$ cat src/rtl/axi_burst_master_pkg.sv
// Shared types and helpers for the single-outstanding AXI4 burst initiator.
// Holds FSM encodings, fixed AXI field codes and the 4KB-boundary check.
package axi_burst_master_pkg;

    typedef enum logic [2:0] {
        ST_IDLE = 3'd0,
        ST_AW   = 3'd1,
        ST_W    = 3'd2,
        ST_B    = 3'd3,
        ST_AR   = 3'd4,
        ST_R    = 3'd5,
        ST_ERR  = 3'd6
    } state_e;

    localparam logic [1:0] AXI_BURST_INCR    = 2'b01;
    localparam logic [1:0] AXI_RESP_OKAY     = 2'b00;
    localparam logic [1:0] AXI_RESP_SLVERR   = 2'b10;
    localparam logic [3:0] AXI_CACHE_DEFAULT = 4'b0011;

    // True when a burst starting at addr_lo runs past the end of its 4KB page.
    function automatic logic crosses_4k(input logic [11:0] addr_lo,
                                        input logic [7:0]  len,
                                        input logic [2:0]  size);
        logic [31:0] end_s;
        end_s = {20'd0, addr_lo} + (({24'd0, len} + 32'd1) << size);
        return end_s > 32'd4096;
    endfunction

    function automatic logic [1:0] resp_max(input logic [1:0] a, input logic [1:0] b);
        return (a > b) ? a : b;
    endfunction

endpackage

$ cat src/rtl/axi_burst_master.sv
// AXI4 initiator: one command becomes one INCR burst on AW/W/B or AR/R.
// Valids toward AXI address/response channels are registered; data beats pass through.
module axi_burst_master
    import axi_burst_master_pkg::*;
#(
    parameter int                  DATA_WIDTH = 32,
    parameter int                  ADDR_WIDTH = 16,
    parameter int                  STRB_WIDTH = DATA_WIDTH / 8,
    parameter int                  ID_WIDTH   = 8,
    parameter logic [ID_WIDTH-1:0] AXI_ID     = '0
) (
    input  logic                  clk,
    input  logic                  rst,
    input  logic [ADDR_WIDTH-1:0] cmd_addr,
    input  logic [7:0]            cmd_len,
    input  logic                  cmd_write,
    input  logic                  cmd_valid,
    output logic                  cmd_ready,
    input  logic [DATA_WIDTH-1:0] wr_data,
    input  logic [STRB_WIDTH-1:0] wr_strb,
    input  logic                  wr_valid,
    output logic                  wr_ready,
    output logic [DATA_WIDTH-1:0] rd_data,
    output logic                  rd_last,
    output logic                  rd_valid,
    input  logic                  rd_ready,
    output logic                  sts_valid,
    output logic                  sts_write,
    output logic [1:0]            sts_resp,
    output logic                  busy,
    output logic [ID_WIDTH-1:0]   m_axi_awid,
    output logic [ADDR_WIDTH-1:0] m_axi_awaddr,
    output logic [7:0]            m_axi_awlen,
    output logic [2:0]            m_axi_awsize,
    output logic [1:0]            m_axi_awburst,
    output logic                  m_axi_awlock,
    output logic [3:0]            m_axi_awcache,
    output logic [2:0]            m_axi_awprot,
    output logic                  m_axi_awvalid,
    input  logic                  m_axi_awready,
    output logic [DATA_WIDTH-1:0] m_axi_wdata,
    output logic [STRB_WIDTH-1:0] m_axi_wstrb,
    output logic                  m_axi_wlast,
    output logic                  m_axi_wvalid,
    input  logic                  m_axi_wready,
    input  logic [ID_WIDTH-1:0]   m_axi_bid,
    input  logic [1:0]            m_axi_bresp,
    input  logic                  m_axi_bvalid,
    output logic                  m_axi_bready,
    output logic [ID_WIDTH-1:0]   m_axi_arid,
    output logic [ADDR_WIDTH-1:0] m_axi_araddr,
    output logic [7:0]            m_axi_arlen,
    output logic [2:0]            m_axi_arsize,
    output logic [1:0]            m_axi_arburst,
    output logic                  m_axi_arlock,
    output logic [3:0]            m_axi_arcache,
    output logic [2:0]            m_axi_arprot,
    output logic                  m_axi_arvalid,
    input  logic                  m_axi_arready,
    input  logic [ID_WIDTH-1:0]   m_axi_rid,
    input  logic [DATA_WIDTH-1:0] m_axi_rdata,
    input  logic [1:0]            m_axi_rresp,
    input  logic                  m_axi_rlast,
    input  logic                  m_axi_rvalid,
    output logic                  m_axi_rready
);

    localparam int                    SIZE       = $clog2(STRB_WIDTH);
    localparam logic [2:0]            SIZE_L     = 3'(SIZE);
    localparam logic [ADDR_WIDTH-1:0] ALIGN_MASK = ADDR_WIDTH'((1 << SIZE) - 1);

    state_e                state_q, state_d;
    logic [ADDR_WIDTH-1:0] addr_q, addr_d;
    logic [7:0]            len_q, len_d;
    logic                  write_q, write_d;
    logic [8:0]            beat_cnt_q, beat_cnt_d;
    logic [1:0]            resp_acc_q, resp_acc_d;
    logic                  awvalid_q, awvalid_d;
    logic                  arvalid_q, arvalid_d;
    logic                  bready_q, bready_d;
    logic                  sts_valid_q, sts_valid_d;
    logic                  busy_q, busy_d;

    logic in_w_s, in_r_s, last_s, cmd_err_s;
    logic unused_ids_s;

    assign in_w_s    = (state_q == ST_W);
    assign in_r_s    = (state_q == ST_R);
    assign last_s    = (beat_cnt_q == {1'b0, len_q});
    assign cmd_err_s = (|(cmd_addr & ALIGN_MASK)) || crosses_4k(cmd_addr[11:0], cmd_len, SIZE_L);
    // Returning IDLE waits out the status cycle so the pulse never overlaps a new accept.
    assign cmd_ready = !rst && (state_q == ST_IDLE) && !sts_valid_q;

    assign unused_ids_s = ^{m_axi_bid, m_axi_rid};

    assign m_axi_awid    = AXI_ID;
    assign m_axi_awaddr  = addr_q;
    assign m_axi_awlen   = len_q;
    assign m_axi_awsize  = SIZE_L;
    assign m_axi_awburst = AXI_BURST_INCR;
    assign m_axi_awlock  = 1'b0;
    assign m_axi_awcache = AXI_CACHE_DEFAULT;
    assign m_axi_awprot  = 3'b000;
    assign m_axi_awvalid = awvalid_q;
    assign m_axi_arid    = AXI_ID;
    assign m_axi_araddr  = addr_q;
    assign m_axi_arlen   = len_q;
    assign m_axi_arsize  = SIZE_L;
    assign m_axi_arburst = AXI_BURST_INCR;
    assign m_axi_arlock  = 1'b0;
    assign m_axi_arcache = AXI_CACHE_DEFAULT;
    assign m_axi_arprot  = 3'b000;
    assign m_axi_arvalid = arvalid_q;
    assign m_axi_bready  = bready_q;

    assign m_axi_wdata  = wr_data;
    assign m_axi_wstrb  = wr_strb;
    assign m_axi_wvalid = in_w_s && wr_valid;
    assign m_axi_wlast  = in_w_s && last_s;
    assign wr_ready     = in_w_s && m_axi_wready;

    assign rd_data      = m_axi_rdata;
    assign rd_valid     = in_r_s && m_axi_rvalid;
    assign rd_last      = in_r_s && m_axi_rlast;
    assign m_axi_rready = in_r_s && rd_ready;

    assign sts_valid = sts_valid_q;
    assign sts_write = write_q;
    assign sts_resp  = resp_acc_q;
    assign busy      = busy_q;

    // Next-state and next-output computation for the burst FSM.
    always_comb begin
        state_d     = state_q;
        addr_d      = addr_q;
        len_d       = len_q;
        write_d     = write_q;
        beat_cnt_d  = beat_cnt_q;
        resp_acc_d  = resp_acc_q;
        awvalid_d   = awvalid_q;
        arvalid_d   = arvalid_q;
        bready_d    = bready_q;
        sts_valid_d = 1'b0;
        busy_d      = sts_valid_q ? 1'b0 : busy_q;
        case (state_q)
            ST_IDLE: begin
                if (cmd_valid && cmd_ready) begin
                    addr_d     = cmd_addr;
                    len_d      = cmd_len;
                    write_d    = cmd_write;
                    beat_cnt_d = 9'd0;
                    busy_d     = 1'b1;
                    resp_acc_d = cmd_err_s ? AXI_RESP_SLVERR : AXI_RESP_OKAY;
                    if (cmd_err_s) begin
                        state_d = ST_ERR;
                    end else if (cmd_write) begin
                        state_d   = ST_AW;
                        awvalid_d = 1'b1;
                    end else begin
                        state_d   = ST_AR;
                        arvalid_d = 1'b1;
                    end
                end
            end
            ST_AW: begin
                if (m_axi_awready) begin
                    awvalid_d = 1'b0;
                    state_d   = ST_W;
                end
            end
            ST_W: begin
                if (m_axi_wvalid && m_axi_wready) begin
                    beat_cnt_d = beat_cnt_q + 9'd1;
                    if (last_s) begin
                        bready_d = 1'b1;
                        state_d  = ST_B;
                    end
                end
            end
            ST_B: begin
                if (m_axi_bvalid) begin
                    bready_d    = 1'b0;
                    resp_acc_d  = resp_max(resp_acc_q, m_axi_bresp);
                    sts_valid_d = 1'b1;
                    state_d     = ST_IDLE;
                end
            end
            ST_AR: begin
                if (m_axi_arready) begin
                    arvalid_d = 1'b0;
                    state_d   = ST_R;
                end
            end
            ST_R: begin
                if (m_axi_rvalid && rd_ready) begin
                    beat_cnt_d = beat_cnt_q + 9'd1;
                    resp_acc_d = resp_max(resp_acc_q, m_axi_rresp);
                    // A short or overlong burst is flagged, but only rlast terminates it.
                    if (m_axi_rlast != last_s) begin
                        resp_acc_d = AXI_RESP_SLVERR;
                    end
                    if (m_axi_rlast) begin
                        sts_valid_d = 1'b1;
                        state_d     = ST_IDLE;
                    end
                end
            end
            ST_ERR: begin
                sts_valid_d = 1'b1;
                state_d     = ST_IDLE;
            end
            default: begin
                state_d = ST_IDLE;
            end
        endcase
    end

    // State and registered-output flops with synchronous reset.
    always_ff @(posedge clk) begin
        if (rst) begin
            state_q     <= ST_IDLE;
            addr_q      <= '0;
            len_q       <= 8'd0;
            write_q     <= 1'b0;
            beat_cnt_q  <= 9'd0;
            resp_acc_q  <= AXI_RESP_OKAY;
            awvalid_q   <= 1'b0;
            arvalid_q   <= 1'b0;
            bready_q    <= 1'b0;
            sts_valid_q <= 1'b0;
            busy_q      <= 1'b0;
        end else begin
            state_q     <= state_d;
            addr_q      <= addr_d;
            len_q       <= len_d;
            write_q     <= write_d;
            beat_cnt_q  <= beat_cnt_d;
            resp_acc_q  <= resp_acc_d;
            awvalid_q   <= awvalid_d;
            arvalid_q   <= arvalid_d;
            bready_q    <= bready_d;
            sts_valid_q <= sts_valid_d;
            busy_q      <= busy_d;
        end
    end

endmodule
$ cat config.mk
export PLATFORM = sky130hd
export DESIGN_NAME = axi_burst_master
export DESIGN_NICKNAME = d
export VERILOG_FILES = /design/src/rtl/axi_burst_master_pkg.sv /design/src/rtl/axi_burst_master.sv
export SDC_FILE = /design/constraint.sdc
export NUM_CORES = 1
export LEC_CHECK = 0
export ABC_AREA = 1
export ABC_CLOCK_PERIOD_IN_PS = 2300
export BUFFER_PORTS_ARGS = -buffer_cell sky130_fd_sc_hd__buf_2
export CORE_AREA = 2 2 116 118
export CTS_CLUSTER_DIAMETER = 80
export DETAILED_ROUTE_END_ITERATION = 16
export DIE_AREA = 0 0 118 120
export GPL_ROUTABILITY_DRIVEN = 0
export PLACE_DENSITY = 0.66
export SETUP_SLACK_MARGIN = 0.2
export SLEW_MARGIN = 25
export SYNTH_ARGS = -nofsm -noshare
export SYNTH_HDL_FRONTEND = slang
export SYNTH_SLANG_ARGS = --single-unit
$ cat constraint.sdc
create_clock -name clk -period 2.3 [get_ports clk]
set_input_delay 0.115 -clock clk [delete_from_list [all_inputs] [get_ports clk]]
set_output_delay 0.115 -clock clk [all_outputs]
set_load 0.03 [all_outputs]
==> impl_metrics.tcl, run 1 <==
set metrics [dict create \
    power.density_nw_per_um2 940.1 \
    wl_per_cell_microns 12.64 \
    nets 742 \
    grt_max_degree 33 \
    use_met3_pct 2.994 \
    die_area_sq_um 14160 \
    netlist_top_cells_count "134 x buf_4, 91 x nand2_1, 71 x nor2_1" \
    crit_path_end_kind "flip-flop" \
    cp_max_fo 4 \
    start_util_pct 29.99 \
    cts_root_buf "clkbuf_16" \
    multiInputGateArea_sq_um 2057 \
    num_rows 42 \
    io_pins 297 \
    crit_type "in -> reg" \
    grt_pass1_vias 3052 \
    numCtsBuffers 5 \
    cp_data_required_time_ns 2.48 \
    reg2reg_slack_ns 0.32 \
    r2r_cells 11 \
    max_clock_freq_ghz 0.4923 \
    startpoint_type "primary input" \
    drc 0 \
    post_dp_cell_area_sq_um 3837 \
    dieHeight_microns 120 \
    dp_hpwl_microns 7848 \
    drv_slew 0 \
    clk_pin_slew_ns 0.07 \
    hold_class "in -> reg" \
    finalNonFillerCells 778 \
    grt_pass1_wl_microns 15240 \
    placedCellCount 767 \
    clock_latency_ns 0.29 \
    routed_wl_microns 9833 \
    ant_nets 0 \
    ctsHoldBuffers 0 \
    status "finished, final reports clean" \
    reg2reg_from "state_q[0]" \
    first_pass_iters 4 \
    ys_seq_area_share_pct 22.63 \
    period_share_pct 88.32 \
    grt-ovfl-total 0 \
    top_usage_layer "met2" \
    synth_warnings 0 \
    fin_util_pct 32.50 \
    skew_ns 0.01155 \
    rsz0062_at_grt "yes" \
    cts_tree "done" \
    synthArstFlopShare_pct 0 \
    min_from "cmd_addr[13]" \
    synth_top_area_share_pct 25.84 \
    maxCapViolCount 0 \
    syn_avg_cell_area_sq_um 6.711 \
    post-synth-top-count-cell "buf_4" \
    globalRouteMet1Util_pct 15.49 \
    antenna_cells 0 \
    synth_area_sq_um 3892 \
    synth_cell_types 38 \
    finalHoldViolations 0 \
    ir_drop_mv 0.2963 \
    synth-main-ff-cell "dfxtp_1" \
    crit_start "cmd_len[0]" \
    crit_end "m_axi_awvalid" \
    worst_ep_arrival_time_ns 2.21 \
    die_x_microns 118 \
    yosys.area.top_type "buf_4" \
    netlist_instances 580 \
    grtUsageTotal_pct 13.42 \
    vias 3367 \
    htree_levels 2 \
    drt_iter0_drc 126 \
    setup_viol 0 \
    holdPathStages 3 \
    drive_gt1_share_pct 30.23 \
    fill_cells 1421 \
    use_met2_pct 22.97 \
    fin_crit_ns 2.031 \
    power_leakage_nw 2.166 \
    r2r-end "state_q[2]" \
    final-seq-area_sq_um 882.1 \
    final_area_sq_um 4219 \
    core_area_sq_um 12980 \
    ys_ff_latch 44 \
    io_buffers 102 \
    via_per_inst 4.328 \
    cts_sinks 44 \
    synth_area_leaders "buf_4 26%, dfxtp_1 23%, nand2_1 8.8%" \
    syn_to_final_growth_pct 8.390 \
    synth_edf_count 0 \
    cts_max_path_buffers 2 \
    antenna_found_initial 0 \
]
[how the worst min path moves through the flow]
stage	slack, ns	end
after floorplan	0.26	m_axi_arlen[4]
after global routing	0.1	m_axi_araddr[14]
after CTS	0.09	m_axi_araddr[13]
final	0.09	m_axi_araddr[13]
after global placement	0.23	m_axi_wdata[0]
after detailed placement	0.23	m_axi_wdata[0]
[timing repair]
| action | CTS | global route |
|---|---|---|
| gates cloned | 0 | 0 |
| endpoints found under the setup margin | 4 | 8 |
| pin swaps | 3 | 23 |
| gates resized for setup | 7 | 39 |
| buffers inserted | 0 | 3 |
[registers in the layout, summed over array words and instances, names as in the netlist]
signal	count
sts_resp	2
sts_write	1
busy	1
state_q	3
m_axi_araddr	16
sts_valid	1
m_axi_awvalid	1
m_axi_bready	1
m_axi_arlen	8
m_axi_arvalid	1
beat_cnt_q	9
[layer usage]
metal	part of all wire, %	up-vias
li1	-	1704
met1	41	1509
met2	49	110
met3	5.7	44
met4	4.4	0
met5	0	-
[metrics by stage]
step	TNS, ns	setup slack, ns	hold slack (ns)	power, mW
6_report	0	0.2687	0.08761	3.966
3_3_place_gp	-0.5340	-0.1432	0.2302	3.069
4_1_cts	0	0.2017	0.08711	3.911
2_1_floorplan	0	0.2008	0.2637	2.920
3_5_place_dp	-0.9057	-0.2270	0.2302	3.083
5_1_grt	0	0.1068	0.09808	4.248
[power breakdown]
part | total (mW) | leakage, nW | switching, mW | internal (mW)
Sequential | 1.09 | 0.360 | 0.165 | 0.922
Combinational | 2.07 | 1.73 | 1.44 | 0.629
Clock | 0.807 | 0.0808 | 0.296 | 0.511
Total | 3.97 | 2.17 | 1.90 | 2.06
[area by class of cell]
cell class | instances | area share (%)
Sequential cell | 44 | 20.91
Tap cell | 176 | 5.219
Timing Repair Buffer | 117 | 15.24
Inverter | 67 | 5.990
Multi-Input combinational cell | 366 | 48.75
Clock buffer | 6 | 3.055
Clock inverter | 2 | 0.8304
[placed cells by master, fill, tap and decap left out, drive strengths merged]
cell type    n
a2111oi      1
a211oi       5
a21o         1
a21oi       32
a31oi        2
buf        117
bufinv       1
clkbuf       6
clkinv       3
conb        42
dfxtp       44
fa           1
ha          16
inv         65
nand2       93
nand3       30
nand3b       3
nand4        5
nor2        76
nor3         4
nor3b        3
nor4         4
o21ai       35
o22ai        1
or2          1
xnor2        1
xor2        10
[critical path, stage by stage]
cell,delay [ns]
buf_6,0.09
ha_4,0.14
nand3_4,0.08
nor2_4,0.11
nand2_2,0.07
xor2_1,0.15
inv_1,0.08
ha_4,0.31
nand2_4,0.06
nor2_4,0.12
nand3_2,0.08
nand3_2,0.07
nand3_2,0.07
nor2_2,0.12
nand3_1,0.08
nand2_2,0.10
nand2_4,0.07
nand2_4,0.09
nand2_1,0.05
nand2_1,0.08
a21oi_1,0.06
[cells by family (layout without fill, tap and decap cells)]
family / Yosys count / after routing / share of synthesized area, %
AOI/OAI and AO/OA: 77 / 77 / 10.74
xor gates and xnor gates: 11 / 11 / 2.475
adders and majority gates: 17 / 17 / 5.657
buffers and inverters: 210 / 192 / 33.24
DFF: 44 / 44 / 22.63
other: 2 / 42 / 0.1929
and+or+nand+nor: 219 / 219 / 25.07
(Power assumes the default switching activity.)
==> run 2, diff against run 1 <==
--- a/config.mk
+++ b/config.mk
@@ -13,6 +13,7 @@
 export DETAILED_ROUTE_END_ITERATION = 16
 export DIE_AREA = 0 0 118 120
 export GPL_ROUTABILITY_DRIVEN = 0
+export GPL_TIMING_DRIVEN = 0
 export PLACE_DENSITY = 0.66
 export SETUP_SLACK_MARGIN = 0.2
 export SLEW_MARGIN = 25
==> impl_metrics.tcl, run 2 (same netlist as run 1, synthesis figures left out) <==
set metrics [dict create \
    crit_type "in -> reg" \
    via_per_inst 4.151 \
    power.density_nw_per_um2 785.2 \
    start_util_pct 29.99 \
    crit_start "cmd_len[2]" \
    wl_per_cell_microns 11.15 \
    dp_hpwl_microns 9311 \
    maxCapViolCount 0 \
    drv_slew 0 \
    p_clk_share_pct 16.8 \
    cts_max_path_buffers 2 \
    vias 4064 \
    startpoint_type "primary input" \
    hold_class "in -> reg" \
    worst_pin_slew_ns 0.5570 \
    cts_sinks 44 \
    grtUsageTotal_pct 14.46 \
    power_leakage_nw 3.054 \
    antenna_cells 0 \
    core_area_sq_um 12980 \
    die_x_microns 118 \
    io_pins 297 \
    seq_power_share_pct 25.2 \
    finalNonFillerCells 979 \
    fin_crit_ns 2.003 \
    grt_max_degree 13 \
    grt_pass1_wl_microns 16700 \
    max_clock_freq_ghz 0.4993 \
    min_from "cmd_addr[14]" \
    drive_gt1_share_pct 46.58 \
    power_mw 4.343 \
    internal_power_mw 2.240 \
    r2r_cells 9 \
    holdPathStages 3 \
    grt_pass1_vias 3631 \
    htree_levels 2 \
    placedCellCount 965 \
    syn_to_final_growth_pct 42.08 \
    numCtsBuffers 5 \
    skew_ns 0.004220 \
    nets 943 \
    io_buffers 169 \
    crit_path_end_kind "flip-flop" \
    routed_wl_microns 10910 \
    p_sw_share_pct 48.41 \
    ant_nets 0 \
    drc 0 \
    dieHeight_microns 120 \
    ir_drop_mv 0.2943 \
    status "finished, final reports clean" \
    cts_tree "done" \
    cts_root_buf "clkbuf_16" \
    antenna_found_initial 0 \
    reg2reg_from "state_q[0]" \
    clk_pin_slew_ns 0.06 \
    cp_data_required_time_ns 2.48 \
    worst_ep_arrival_time_ns 2.18 \
    drt_iter0_drc 183 \
    first_pass_iters 4 \
    grt-ovfl-total 0 \
    largest_reg_flops 16 \
    die_area_sq_um 14160 \
    setup_viol 0 \
    rsz0062_at_grt "yes" \
    finalHoldViolations 0 \
    slew-limit-headroom_pct 62.87 \
    cp_max_fo 4 \
    final_cell_mix "166 x buf_2, 141 x buf_4, 82 x nand2_1" \
    combPwrFrac_pct 58.1 \
    num_rows 42 \
    period_share_pct 87.08 \
    power.switching_mw 2.102 \
    clock_latency_ns 0.29 \
    final_common_cell "buf_2" \
]
==> run 2: cell count changes in the layout (fill, tap and decap cells not counted), moves of 3 or more <==
cell      delta
buf_4      +127
buf_2       +66
clkbuf_1     +7
nand3_2      -4
a21oi_1      -3
nand3_1      +3
nor2_1       +3
nor2_2       -3
==> run 2: worst max-delay path, stage by stage <==
cell	delay [ns]
buf_4	0.14
nand3_4	0.11
nor2_4	0.09
nand2_1	0.07
xor2_1	0.16
inv_1	0.08
buf_4	0.14
ha_4	0.27
nand2_4	0.06
nor2_4	0.09
nand3_2	0.06
nand3_1	0.07
nand3_1	0.06
nor2_1	0.11
nand3_1	0.09
nand2_2	0.10
nand2_4	0.07
buf_4	0.14
nand3_1	0.08
a21oi_2	0.06
==> run 2: worst paths after layout <==
| path | to | slack, ns |
|---|---|---|
| min | m_axi_araddr[14] | 0.08 |
| min reg2reg | m_axi_arvalid | 0.46 |
| max reg2reg | m_axi_awvalid | 0.37 |
| max | sts_resp[1] | 0.30 |
==> run 2: power by group through the flow <==
stage,combinational (mW),sequential (mW),clock (mW)
final,2.52,1.09,0.728
after global routing,2.75,1.12,0.772
after CTS,2.42,1.09,0.738
after detailed placement,2.40,1.11,0
after global placement,2.39,1.10,0
after floorplan,1.60,1.32,0
==> run 2: through the flow <==
step	util, %	hold slack [ns]	setup WS [ns]	TNS, ns	area (sq um)
after floorplan	-	0.2637	0.2008	0	4058
after global placement	39.47	0.3653	-0.2961	-1.385	5124
after detailed placement	39.47	0.3795	-0.3428	-1.539	5124
after CTS	41.10	0.08340	0.2067	0	5335
after global routing	42.61	0.1176	0.09934	0	5530
final	42.61	0.08273	0.2972	0	5530
==> run 2: area by class of cell <==
type                       instances  area (sq um)
buffer                           143          1041
clock buffer                       8         146.4
fill                            1382          7450
inverter                          67         252.7
multi-input combinational        366          2059
sequential                        44         884.6
tap                              176         220.2
timing repair buffer             175         925.9
==> run 2: timing repair <==
action | in CTS | in global routing
gates resized for setup | 13 | 41
pin swaps | 4 | 19
setup buffers | 1 | 5
endpoints found under the setup margin | 6 | 10
hold buffers | 0 | 0
==> run 2: metal layers <==
layer / part of all wire (%) / GRT usage [%]
met1: 40 / 16.09
met2: 52 / 27.54
met3: 6.8 / 2.662
met4: 1.8 / 4.819
met5: 0 / 0
